[src/rtl/humandet_sched.sv]
// ============================================================================
// Module   : humandet_sched
// Purpose  : Frame scheduler for the human-detection engine and post stage,
//            with per-frame hit decision and on/off hysteresis. The optional
//            RUN watchdog is enabled by HUMANDET_SCHED_TIMEOUT_EN.
// Revision : 1.0 - initial release
// ============================================================================
`default_nettype none

module humandet_sched #(
    parameter int unsigned       ON_CNT      = 2,
    parameter int unsigned       OFF_CNT     = 3,
    parameter int unsigned       TO_W        = 20,
    parameter logic [TO_W-1:0]   TIMEOUT_CYC = 20'd1000000
) (
    input  logic        clk,
    input  logic        rst,
    input  logic        i_frame_vld,
    input  logic [3:0]  i_skip,
    input  logic [15:0] i_thresh,
    input  logic [8:0]  i_min_cnt,
    output logic        o_init,
    input  logic        i_comp_done,
    input  logic [15:0] i_max_val,
    input  logic [8:0]  i_cnt_val,
    output logic        o_busy,
    output logic        o_result_vld,
    output logic        o_hit,
    output logic        o_det,
    output logic [15:0] o_max_val,
    output logic [8:0]  o_cnt_val,
    output logic [7:0]  o_drop_cnt,
    output logic        o_timeout
);

    typedef enum logic [1:0] {
        S_IDLE = 2'd0,
        S_INIT = 2'd1,
        S_RUN  = 2'd2,
        S_EVAL = 2'd3
    } state_t;

    localparam logic [3:0] c_on_cnt  = 4'(ON_CNT);
    localparam logic [3:0] c_off_cnt = 4'(OFF_CNT);

    state_t        r_state;
    state_t        w_state_nxt;
    logic [3:0]    r_skip;
    logic [15:0]   r_thresh;
    logic [8:0]    r_min_cnt;
    logic          r_first;
    logic [3:0]    r_hit_strk;
    logic [3:0]    r_miss_strk;
    logic          r_hit;
    logic          r_det;
    logic [15:0]   r_max_val;
    logic [8:0]    r_cnt_val;
    logic [7:0]    r_drop_cnt;

    logic          w_done;
    logic          w_wdog_hit;
    logic          w_to_eval;
    logic          w_hit;
    logic [3:0]    w_hit_strk_inc;
    logic [3:0]    w_miss_strk_inc;

    // Done is ignored on the first RUN cycle: the sticky flag may still be
    // left over from the previous frame until o_init clears it.
    assign w_done = (r_state == S_RUN) && !r_first && i_comp_done;

`ifdef HUMANDET_SCHED_TIMEOUT_EN
    localparam logic [TO_W-1:0] c_to_last = TIMEOUT_CYC - TO_W'(1);

    logic [TO_W-1:0] r_wdog;
    logic            r_to_eval;
    logic            r_timeout;

    assign w_wdog_hit = (r_wdog >= c_to_last);
    assign w_to_eval  = r_to_eval;

    always_ff @(posedge clk) begin
        if (rst) begin
            r_wdog    <= '0;
            r_to_eval <= 1'b0;
            r_timeout <= 1'b0;
        end else begin
            if (r_state == S_INIT) begin
                r_wdog <= '0;
            end else if (r_state == S_RUN) begin
                if (r_wdog != {TO_W{1'b1}}) begin
                    r_wdog <= r_wdog + TO_W'(1);
                end
                r_to_eval <= !w_done && w_wdog_hit;
                if (!w_done && w_wdog_hit) begin
                    r_timeout <= 1'b1;
                end
            end
        end
    end

    assign o_timeout = r_timeout;
`else
    logic w_unused_cfg;
    assign w_unused_cfg = ^TIMEOUT_CYC;
    assign w_wdog_hit   = 1'b0;
    assign w_to_eval    = 1'b0;
    assign o_timeout    = 1'b0;
`endif

    assign w_hit = !w_to_eval
                && ($signed(i_max_val) >= $signed(r_thresh))
                && (i_cnt_val >= r_min_cnt);

    assign w_hit_strk_inc  = (r_hit_strk  == 4'hf) ? 4'hf : r_hit_strk  + 4'd1;
    assign w_miss_strk_inc = (r_miss_strk == 4'hf) ? 4'hf : r_miss_strk + 4'd1;

    always_comb begin
        w_state_nxt = r_state;
        case (r_state)
            S_IDLE: if (i_frame_vld && (r_skip == 4'd0)) w_state_nxt = S_INIT;
            S_INIT: w_state_nxt = S_RUN;
            S_RUN:  if (w_done || w_wdog_hit) w_state_nxt = S_EVAL;
            S_EVAL: w_state_nxt = S_IDLE;
            default: w_state_nxt = S_IDLE;
        endcase
    end

    always_ff @(posedge clk) begin
        if (rst) begin
            r_state     <= S_IDLE;
            r_skip      <= 4'd0;
            r_thresh    <= 16'd0;
            r_min_cnt   <= 9'd0;
            r_first     <= 1'b0;
            r_hit_strk  <= 4'd0;
            r_miss_strk <= 4'd0;
            r_hit       <= 1'b0;
            r_det       <= 1'b0;
            r_max_val   <= 16'd0;
            r_cnt_val   <= 9'd0;
            r_drop_cnt  <= 8'd0;
        end else begin
            r_state <= w_state_nxt;
            if ((r_state != S_IDLE) && i_frame_vld && (r_drop_cnt != 8'hff)) begin
                r_drop_cnt <= r_drop_cnt + 8'd1;
            end
            case (r_state)
                S_IDLE: begin
                    if (i_frame_vld) begin
                        if (r_skip == 4'd0) begin
                            r_skip    <= i_skip;
                            r_thresh  <= i_thresh;
                            r_min_cnt <= i_min_cnt;
                        end else begin
                            r_skip <= r_skip - 4'd1;
                        end
                    end
                end
                S_INIT: r_first <= 1'b1;
                S_RUN:  r_first <= 1'b0;
                S_EVAL: begin
                    r_hit <= w_hit;
                    if (!w_to_eval) begin
                        r_max_val <= i_max_val;
                        r_cnt_val <= i_cnt_val;
                    end
                    if (w_hit) begin
                        r_miss_strk <= 4'd0;
                        r_hit_strk  <= w_hit_strk_inc;
                        if (w_hit_strk_inc >= c_on_cnt) r_det <= 1'b1;
                    end else begin
                        r_hit_strk  <= 4'd0;
                        r_miss_strk <= w_miss_strk_inc;
                        if (w_miss_strk_inc >= c_off_cnt) r_det <= 1'b0;
                    end
                end
                default: ;
            endcase
        end
    end

    // o_hit shows the fresh decision during the result strobe, then holds it.
    assign o_init       = (r_state == S_INIT);
    assign o_busy       = (r_state != S_IDLE);
    assign o_result_vld = (r_state == S_EVAL);
    assign o_hit        = (r_state == S_EVAL) ? w_hit : r_hit;
    assign o_det        = r_det;
    assign o_max_val    = r_max_val;
    assign o_cnt_val    = r_cnt_val;
    assign o_drop_cnt   = r_drop_cnt;

endmodule

`default_nettype wire
[config.mk]
export PLATFORM = sky130hd
export DESIGN_NAME = humandet_sched
export DESIGN_NICKNAME = d
export VERILOG_FILES = /design/src/rtl/humandet_sched.sv
export SDC_FILE = /design/constraint.sdc
export NUM_CORES = 1
export LEC_CHECK = 0
export CAP_MARGIN = 25
export CORE_MARGIN = 2
export CORE_UTILIZATION = 44
export DETAILED_ROUTE_END_ITERATION = 8
export PLACE_DENSITY = 0.85
export SYNTH_ARGS = -nofsm -noshare
export SYNTH_HDL_FRONTEND = slang
export SYNTH_SLANG_ARGS = --single-unit
[constraint.sdc]
create_clock -name clk -period 1.7 [get_ports clk]
set_input_delay 0.255 -clock clk [delete_from_list [all_inputs] [get_ports clk]]
set_output_delay 0.255 -clock clk [all_outputs]
set_load 0.005 [all_outputs]
==> flow_metrics.env, run 1 <==
export IMPL_row_count=33
export IMPL_ys_top_cells_by_count="dfxtp_1 (75), nand2_1 (65), a21oi_1 (49)"
export IMPL_cts_hold_buffers=0
export IMPL_die_w_um=95.36
export IMPL_leakage_nw=2.102
export IMPL_grt_max_degree=72
export IMPL_ff_latch_area_mm2=0.001519
export IMPL_post_route_period_util_pct=145.2
export IMPL_grt_antenna_before_repair=0
export IMPL_synth_area_top_cells="dfxtp_1 (41%), ha_1 (12%), mux2i_1 (7.6%)"
export IMPL_p_sw_share_pct=32.29
export IMPL_cpPeakStageDelay_ns=0.48
export IMPL_tritoncts="yes"
export IMPL_crit_required_ns=1.44
export IMPL_synth_seq_area_share_pct=40.89
export IMPL_fin_crit_ns=2.468
export IMPL_dr_wl_met2_mm=5.466
export IMPL_drv_slew=0
export IMPL_rsz0062_at_grt="yes"
export IMPL_cp_arrival_ns=2.21
export IMPL_synth_main_ff_cell="dfxtp_1"
export IMPL_drv_cap=0
export IMPL_core_area_mm2=0.008134
export IMPL_wl_per_cell_um=15.64
export IMPL_crit_family="buffers and inverters"
export IMPL_seqPwrFrac_pct=32.5
export IMPL_root_buffer="clkbuf_8"
export IMPL_drtIter0Drc=159
export IMPL_p_int_mw=4.681
export IMPL_initial_core_util_pct=45.15
export IMPL_dieArea_mm2=0.009093
export IMPL_clock_path_buffers=2
export IMPL_fillers=592
export IMPL_top_layer="met4"
export IMPL_firstDrtPassIters=4
export IMPL_cts_htree_levels=3
export IMPL_numCtsBuffers=9
export IMPL_multi_input_area_mm2=0.002222
export IMPL_port_buffers=95
export IMPL_finalHoldViolations=0
export IMPL_layout_setup_ws_ns=-0.7679
export IMPL_crit_top_cell="nand4_1"
export IMPL_grt_pass1_wl_mm=15.08
export IMPL_yosysMostFrequentCell="dfxtp_1"
export IMPL_finalPower_mw=6.913
export IMPL_vias=3461
export IMPL_postSynthAreaPerCell_um2=8.580
export IMPL_synthAdderAreaFrac_pct=11.58
export IMPL_p_clk_share_pct=28.0
export IMPL_status="finished with violations"
export IMPL_start_kind="primary input"
export IMPL_grt_ovfl_total=0
export IMPL_synth_distinct_cells=45
export IMPL_worst_path_buf_inv=2
export IMPL_netlist_instances=428
export IMPL_power_density_mw_per_mm2=1242
export IMPL_synthToLayoutAreaGrowth_pct=51.62
export IMPL_yosys_area_share_simple_pct=18.06
export IMPL_synth_edff_count=0
export IMPL_gp_congestion=0.7766
export IMPL_violations="setup timing"
export IMPL_clock_fmax_ghz=0.4052
export IMPL_syn_nets=520
export IMPL_nets=641
export IMPL_totalWireLength_mm=10.31
export IMPL_async_reset_ff_share_pct=0
export IMPL_min_path_type="primary input to flip-flop"
export IMPL_cpMaxStageDelayCell="clkdlybuf4s50_1"
export IMPL_synth_area_mm2=0.003672
export IMPL_n_antenna_cell=0
export IMPL_drive_above_1_share_pct=19.49
export IMPL_track_usage_pct=21.30
export IMPL_synth_xor_area_share_pct=1.193
export IMPL_die_height_um=95.36
export IMPL_end_kind="output port"
export IMPL_switching_power_mw=2.232
export IMPL_io_pins=97
export IMPL_wl_met1_mm=4.107
export IMPL_final_core_util_pct=68.45
export IMPL_synth_top_cell_area_share_pct=40.89
export IMPL_hpwl_mm=6.631
export IMPL_vias_per_cell=5.252
export IMPL_synth_top_family_by_area="simple AND/OR/NAND/NOR gates"
export IMPL_finalClockSkew_ns=0.009767
export IMPL_p_comb_share_pct=39.5
export IMPL_clkTransAtPathRegs_ns=0.08
export IMPL_crit_fanout=2
export IMPL_ir_worst_vdd_uv=784.0
export IMPL_worstSkewPairLatency_ns=0.34
export IMPL_yosys_mux_area_fraction_pct=7.632
export IMPL_ant_nets=0
export IMPL_synth_seq_cells=75
export IMPL_grt_pass1_vias=3356
export IMPL_drc=0
export IMPL_cts_sinks=75
export IMPL_synth_warnings=0
export IMPL_setup_viol=11
export IMPL_synth_area_leader_cell="dfxtp_1"
export IMPL_wl_met3_um=576
export IMPL_path_class="primary input to output port"
export IMPL_path_cells="clkdlybuf4s50_1 > ha_4 > nand4_1 > o221ai_2 > nand4_1 > a21o_1 > nand4_4 > nand2_2 > buf_2"
export IMPL_synth_compound_area_share_pct=14.55
[cell families after synthesis]
kind of cell    count (synthesis)
fa+ha+maj                      34
other cells                     1
flops                          75
mux                            28
compound gates                 85
buf+inv                        56
simple gates                  144
xor+xnor                        5
[flip-flops by register name (all words and copies together) (netlist names)]
signal	flops
r_miss_strk	4
r_min_cnt	9
r_state	2
r_thresh	16
o_drop_cnt	8
r_hit	1
r_skip	4
o_cnt_val	9
o_max_val	16
r_hit_strk	4
o_det	1
r_first	1
[final cells by class]
class,instances,share of cell area [%]
multi-input cells,297,39.91
flip-flops and latches,75,27.28
repair buffers,127,22.65
clock inverters,7,2.944
inverters,39,2.629
well taps,105,2.360
clock buffers,9,2.225
[per-layer routing]
| metal | vias up | track usage (%) |
|---|---|---|
| met5 | - | 0 |
| met1 | 1631 | 24.09 |
| met3 | 16 | 4.664 |
| met2 | 111 | 38.91 |
| li1 | 1703 | - |
| met4 | 0 | 7.971 |
[path summary, 6_finish.rpt]
path	slack (ns)	startpoint	depth (start not counted)	endpoint
setup / recovery	-0.77	i_max_val[5]	9	o_hit
hold / removal	0.30	i_max_val[15]	3	o_max_val[15]
setup reg to reg	-0.56	r_thresh[7]	11	r_miss_strk[3]
hold reg to reg	0.46	r_thresh[3]	2	r_thresh[3]
[through the flow]
step | setup slack [ns] | area (µm²) | TNS [ns] | instances | hold WS [ns]
finish | -0.7679 | 5568 | -5.497 | 659 | 0.3028
global route | -0.8374 | 5568 | -6.383 | 659 | 0.3158
CTS | -0.7250 | 5306 | -4.109 | 651 | 0.2957
detailed placement | -1.111 | 4920 | -8.142 | 631 | 0.4442
global placement | -1.065 | 4920 | -7.385 | 631 | 0.4416
floorplan | -0.1161 | 3717 | -0.2408 | 428 | 0.3834
[power by group through the flow]
| stage | logic, mW | registers [mW] | clock network (mW) |
|---|---|---|---|
| 2_1_floorplan | 1.34 | 2.21 | 0 |
| 3_3_place_gp | 2.16 | 2.23 | 0 |
| 3_5_place_dp | 2.26 | 2.25 | 0 |
| 4_1_cts | 2.34 | 2.23 | 1.96 |
| 5_1_grt | 3.01 | 2.28 | 2.03 |
| 6_report | 2.73 | 2.25 | 1.94 |
[worst register-to-register path, cell delays in order (launching register included)]
cell and delay, ns:
dfxtp_2 0.35, inv_2 0.05, ha_4 0.26, nand4_1 0.22, nor4_4 0.34, a31oi_2 0.16, nand3_2 0.13, nand4_4 0.13
buf_4 0.16, buf_6 0.10, buf_4 0.13, and3_1 0.13
[placed cells by master (no fill, tap or decap), types with 12 or more instances in the layout]
cell type / n
ha_1: 21
clkdlybuf4s50_1: 84
dfxtp_1: 65
inv_1: 32
buf_4: 24
mux2i_1: 28
nand2_1: 63
a21oi_1: 44
nor2_1: 46
ha_4: 12
[what timing repair did]
item                                    CTS  global route
gates cloned                              0             2
pin swaps                                15            14
setup buffers                             4             6
endpoints found under the setup margin   16            18
hold endpoints to repair                  0             0
resized for setup                        33            30
Note: power is estimated with default switching activity, not from simulation.
==> run 2, diff against run 1 <==
--- a/config.mk
+++ b/config.mk
@@ -10,6 +10,7 @@
 export CORE_UTILIZATION = 44
 export DETAILED_ROUTE_END_ITERATION = 8
 export PLACE_DENSITY = 0.85
+export SETUP_SLACK_MARGIN = 0.3
 export SYNTH_ARGS = -nofsm -noshare
 export SYNTH_HDL_FRONTEND = slang
 export SYNTH_SLANG_ARGS = --single-unit
==> constraint.sdc (replaced) <==
create_clock -name clk -period 2.2 [get_ports clk]
set_input_delay 0.33 -clock clk [delete_from_list [all_inputs] [get_ports clk]]
set_output_delay 0.33 -clock clk [all_outputs]
set_load 0.005 [all_outputs]
==> run 2 against run 1 <==
Compared with the run above:
- the run still ends with setup timing left
- clock skew is 0.00063 ns higher
- sequential power is 22% lower
- setup slack better by 0.49 ns
- die area stayed put
- non-clock buffer count is 1 higher
- sequential share of layout area is 0.66 points higher
- combinational power is 28% lower
- cell count stayed put
- via count is 0.46% higher
- sequential cell count stayed put
- count of clock-buffer cells in the layout is 2 higher
- critical endpoint unchanged
- largest cell class unchanged
- largest power group unchanged
- highest routed layer unchanged
==> flow_metrics.env, run 2 (synthesis results as in run 1) <==
export IMPL_status="finished with violations"
export IMPL_violations="setup timing"
export IMPL_firstDrtPassIters=4
export IMPL_switching_power_mw=1.689
export IMPL_grt_use_met3_pct=6.561
export IMPL_grt_busiest_layer="met2"
export IMPL_drive_above_1_share_pct=19.68
export IMPL_final_cell_mix="clkdlybuf4s50_1 (78), dfxtp_1 (65), nand2_1 (63)"
export IMPL_p_sw_share_pct=35.19
export IMPL_post_route_period_util_pct=112.6
export IMPL_finalNonFillerCells=659
export IMPL_ir_worst_vdd_uv=446.9
export IMPL_row_count=33
export IMPL_dp_slack_ns=-0.7235
export IMPL_hpwl_mm=6.660
export IMPL_clock_fmax_ghz=0.4037
export IMPL_use_met1_pct=26.39
export IMPL_rsz0062_at_grt="yes"
export IMPL_dp_cells=626
export IMPL_leakage_nw=2.035
export IMPL_p_int_mw=3.111
export IMPL_synthToLayoutAreaGrowth_pct=48.04
export IMPL_power_density_mw_per_mm2=883.0
export IMPL_p_comb_share_pct=40.9
export IMPL_grt_antenna_before_repair=0
export IMPL_setup_viol=11
export IMPL_vias=3477
export IMPL_port_buffers=95
export IMPL_track_usage_pct=22.68
export IMPL_clock_path_buffers=2
export IMPL_cts_htree_levels=3
export IMPL_grt_pass1_wl_mm=16.06
export IMPL_seqPwrFrac_pct=36.4
export IMPL_finalHoldViolations=0
export IMPL_dieArea_mm2=0.009093
export IMPL_nets=642
export IMPL_holdPathStages=3
export IMPL_cp_arrival_ns=2.15
export IMPL_totalWireLength_mm=10.12
export IMPL_end_kind="output port"
export IMPL_ant_nets=0
export IMPL_drv_cap=0
export IMPL_grt_max_degree=44
export IMPL_vias_per_cell=5.276
export IMPL_cts_sinks=75
export IMPL_worstRegToRegCells=15
export IMPL_grtUsageMet2_pct=39.85
export IMPL_drtIter0Drc=105
export IMPL_grt_pass1_vias=3430
export IMPL_layout_commonest_cell="clkdlybuf4s50_1"
export IMPL_n_antenna_cell=0
export IMPL_fin_crit_ns=2.477
export IMPL_die_w_um=95.36
export IMPL_io_pins=97
export IMPL_cts_hold_buffers=0
export IMPL_drc=0
export IMPL_path_class="flip-flop to output port"
export IMPL_gp_congestion=0.8062
export IMPL_layout_setup_ws_ns=-0.2771
export IMPL_initial_core_util_pct=45.15
export IMPL_core_area_mm2=0.008134
export IMPL_crit_fanout=3
export IMPL_drv_slew=0
export IMPL_clkTransAtPathRegs_ns=0.08
export IMPL_numCtsBuffers=9
export IMPL_root_buffer="clkbuf_8"
export IMPL_wl_per_cell_um=15.35
export IMPL_min_path_type="primary input to flip-flop"
export IMPL_die_height_um=95.36
export IMPL_grt_ovfl_total=0
export IMPL_worstSkewPairLatency_ns=0.34
export IMPL_start_kind="flip-flop"
export IMPL_tritoncts="yes"
export IMPL_crit_required_ns=1.87
export IMPL_finalClockSkew_ns=0.01039
export IMPL_p_clk_share_pct=22.8
run 2: cell types whose count changed in the layout (fill, tap and decap cells not counted), moves of 4 or more:
cell	previous run	this run
inv_1	32	27
inv_2	7	12
bufinv_16	5	1
dlygate4sd2_1	7	14
buf_6	3	9
clkdlybuf4s50_1	84	78
run 2: final cells by class:
class / instances / area (µm²)
Sequential cell: 75 / 1519
Timing Repair Buffer: 128 / 1235
Clock inverter: 4 / 50.05
Inverter: 39 / 146.4
Fill cell: 629 / 2698
Multi-Input combinational cell: 297 / 2203
Clock buffer: 11 / 151.4
Tap cell: 105 / 131.4
run 2: metal layers:
| layer | wire [µm] | vias up |
|---|---|---|
| met1 | 4067 | 1639 |
| met5 | 0 | - |
| met3 | 585 | 21 |
| met4 | 229 | 0 |
| li1 | - | 1700 |
| met2 | 5235 | 117 |
run 2: per-stage QoR:
stage / hold slack [ns] / cell area (µm²) / power (mW) / utilization (%) / setup TNS, ns
final: 0.3767 / 5436 / 4.800 / 66.84 / -2.272
after detailed placement: 0.4481 / 4826 / 3.349 / 59.33 / -2.929
after CTS: 0.3538 / 5361 / 4.704 / 65.91 / -1.714
after floorplan: 0.4363 / 3686 / 2.731 / - / 0
after global routing: 0.3684 / 5436 / 5.084 / 66.84 / -3.349
after global placement: 0.4419 / 4826 / 3.268 / 59.33 / -2.443
run 2: critical path, stage by stage (launching register included):
cell and delay (ns):
dfxtp_2 0.35, inv_2 0.05, ha_4 0.28, nand4_1 0.14, buf_4 0.17, nor4_4 0.18
a211oi_2 0.13, a21o_1 0.20, nand4_2 0.11, nand2_2 0.07, buf_6 0.11
run 2: power by group through the flow:
stage,clock (mW),combinational (mW),sequential (mW)
after global placement,0,1.54,1.72
after floorplan,0,1.03,1.71
final,1.09,1.96,1.75
after CTS,1.10,1.87,1.73
after global routing,1.16,2.15,1.77
after detailed placement,0,1.61,1.74
run 2: path summary, 6_finish.rpt:
check             slack (ns)       endpoint          from
setup / recovery       -0.28          o_hit   r_thresh[7]
setup reg to reg       -0.27  r_hit_strk[0]   r_thresh[7]
hold reg to reg         0.46   r_min_cnt[1]  r_min_cnt[1]
hold / removal          0.38     r_state[0]           rst
run 2: repair_timing:
action	4_1_cts	5_1_grt
resized for setup	67	13
setup buffers	14	4
setup endpoints to repair	13	13
pin swaps	29	13
==> run 3, diff against run 2 <==
==> constraint.sdc (replaced) <==
create_clock -name clk -period 2.05 [get_ports clk]
set_input_delay 0.3075 -clock clk [delete_from_list [all_inputs] [get_ports clk]]
set_output_delay 0.3075 -clock clk [all_outputs]
set_load 0.005 [all_outputs]
==> run 3 against run 2 <==
Compared with the run above:
- count of clock-buffer cells in the layout fell by 1
- wire length fell by 4.5%
- the flow still finishes with violations (setup timing)
- sequential power rose by 7%
- largest cell class unchanged
- setup slack got worse by 0.13 ns
- non-clock buffer count fell by 5
- via count fell by 1.2%
- critical path depth fell by 1
- largest power group unchanged
- cell area fell by 0.23%
- critical endpoint unchanged
- combinational power rose by 8%
- worst hold slack got worse by 0.057 ns
- first-iteration DRC count fell by 17%
==> flow_metrics.env, run 3 (synthesis results as in run 1) <==
export IMPL_status="finished with violations"
export IMPL_violations="setup timing"
export IMPL_ant_nets=0
export IMPL_vias=3436
export IMPL_power_density_mw_per_mm2=963.1
export IMPL_end_kind="output port"
export IMPL_fin_crit_ns=2.460
export IMPL_finalPower_mw=5.224
export IMPL_firstDrtPassIters=4
export IMPL_fillers=617
export IMPL_finalHoldViolations=0
export IMPL_drtIter0Drc=87
export IMPL_setup_viol=8
export IMPL_grt_ovfl_total=0
export IMPL_clock_fmax_ghz=0.4065
export IMPL_holdPathStages=3
export IMPL_start_kind="flip-flop"
export IMPL_root_buffer="clkbuf_8"
export IMPL_finalNonFillerCells=654
export IMPL_leakage_nw=2.019
export IMPL_hpwl_mm=6.487
export IMPL_drc=0
export IMPL_post_dp_cell_area_mm2=0.004827
export IMPL_grt_pass1_wl_mm=15.21
export IMPL_fin_tns_setup_ns=-2.527
export IMPL_ir_worst_vdd_uv=566.6
export IMPL_initial_core_util_pct=45.15
export IMPL_cp_arrival_ns=2.15
export IMPL_rsz0062_at_grt="yes"
export IMPL_cts_sinks=75
export IMPL_grt_pass1_vias=3422
export IMPL_nets=637
export IMPL_die_w_um=95.36
export IMPL_holdPathEnd="r_state[0]"
export IMPL_layout_commonest_cell="clkdlybuf4s50_1"
export IMPL_worstSkewPairLatency_ns=0.34
export IMPL_worstRegToRegCells=14
export IMPL_min_from="rst"
export IMPL_whs_ns=0.3198
export IMPL_die_height_um=95.36
export IMPL_port_buffers=95
export IMPL_grt_antenna_before_repair=0
export IMPL_layout_setup_ws_ns=-0.4102
export IMPL_rrSetupSlack_ns=-0.32
export IMPL_numCtsBuffers=9
export IMPL_post_route_period_util_pct=120.0
export IMPL_synthToLayoutAreaGrowth_pct=47.70
export IMPL_clkTransAtPathRegs_ns=0.08
export IMPL_row_count=33
export IMPL_io_pins=97
export IMPL_grt_max_degree=40
export IMPL_vias_per_cell=5.254
export IMPL_drv_cap=0
export IMPL_path_class="flip-flop to output port"
export IMPL_gp_congestion=0.8203
export IMPL_n_antenna_cell=0
export IMPL_track_usage_pct=21.20
export IMPL_final_cell_area_mm2=0.005424
export IMPL_drv_slew=0
export IMPL_dieArea_mm2=0.009093
export IMPL_clock_path_buffers=2
export IMPL_cts_htree_levels=3
export IMPL_min_path_type="primary input to flip-flop"
export IMPL_totalWireLength_mm=9.666
export IMPL_crit_required_ns=1.74
export IMPL_wl_per_cell_um=14.78
export IMPL_crit_fanout=2
export IMPL_final_cell_mix="clkdlybuf4s50_1 (76), nand2_1 (63), dfxtp_1 (61)"
export IMPL_core_area_mm2=0.008134
export IMPL_r2r_end="o_det"
export IMPL_finalClockSkew_ns=0.008703
export IMPL_dp_cells=622
export IMPL_tritoncts="yes"
export IMPL_drive_above_1_share_pct=19.49
export IMPL_r2r_start="r_min_cnt[0]"
## run 3: changes by cell type in the layout (fill, tap and decap cells not counted), sizes merged
cell	delta
clkinv	+2
buf	-5
clkinvlp	-2
clkdlybuf4s50	-2
bufinv	+1
dlymetal6s2s	-1
clkbuf	-1
dlygate4sd2	+3
## run 3: area by class of cell
cell class | instances | area (µm²) | area share, %
clock buffer | 10 | 127.6 | 2.353
sequential | 75 | 1521 | 28.05
multi-input combinational | 297 | 2242 | 41.34
clock inverter | 5 | 78.83 | 1.453
timing repair buffer | 123 | 1176 | 21.68
tap | 105 | 131.4 | 2.422
inverter | 39 | 146.4 | 2.699
## run 3: timing repair
item | in CTS | in global routing
setup endpoints to repair | 21 | 30
pin swaps | 27 | 7
buffers inserted | 13 | 4
hold buffers | 0 | 0
gates resized for setup | 68 | 15
## run 3: critical path: stages (launching register included)
cell and delay, ns:
dfxtp_2 0.35, inv_2 0.05, ha_4 0.26, nand4_1 0.17, nor4_4 0.36, a211oi_2 0.12
a21o_1 0.21, nand4_4 0.12, nand2_2 0.06, buf_2 0.12
## run 3: per-layer routing
metal | GRT usage, % | vias to the layer above | part of all wire, %
li1 | - | 1698 | -
met1 | 24.99 | 1605 | 42
met2 | 37.15 | 111 | 50
met3 | 4.822 | 22 | 5.6
met4 | 8.454 | 0 | 1.9
met5 | 0 | - | 0
## run 3: worst max path at each step
stage,slack [ns],cells past startpoint,to,from
2_1_floorplan,0.18,8,o_hit,r_thresh[6]
3_3_place_gp,-0.81,10,o_hit,i_cnt_val[0]
3_5_place_dp,-0.83,10,o_hit,i_cnt_val[0]
4_1_cts,-0.41,9,o_hit,r_thresh[6]
5_1_grt,-0.49,10,o_hit,r_thresh[6]
6_report,-0.41,9,o_hit,r_thresh[5]
## run 3: stage by stage
stage / utilization [%] / setup slack (ns)
global placement: 59.34 / -0.8104
global route: 66.68 / -0.4875
finish: 66.68 / -0.4102
floorplan: - / 0.1811
detailed placement: 59.34 / -0.8326
CTS: 65.61 / -0.4054
## run 3: where the power goes
part | total [mW] | switching (mW) | internal [mW]
clock | 1.23 | 0.551 | 0.678
sequential | 1.87 | 0.173 | 1.70
combinational | 2.12 | 1.10 | 1.02
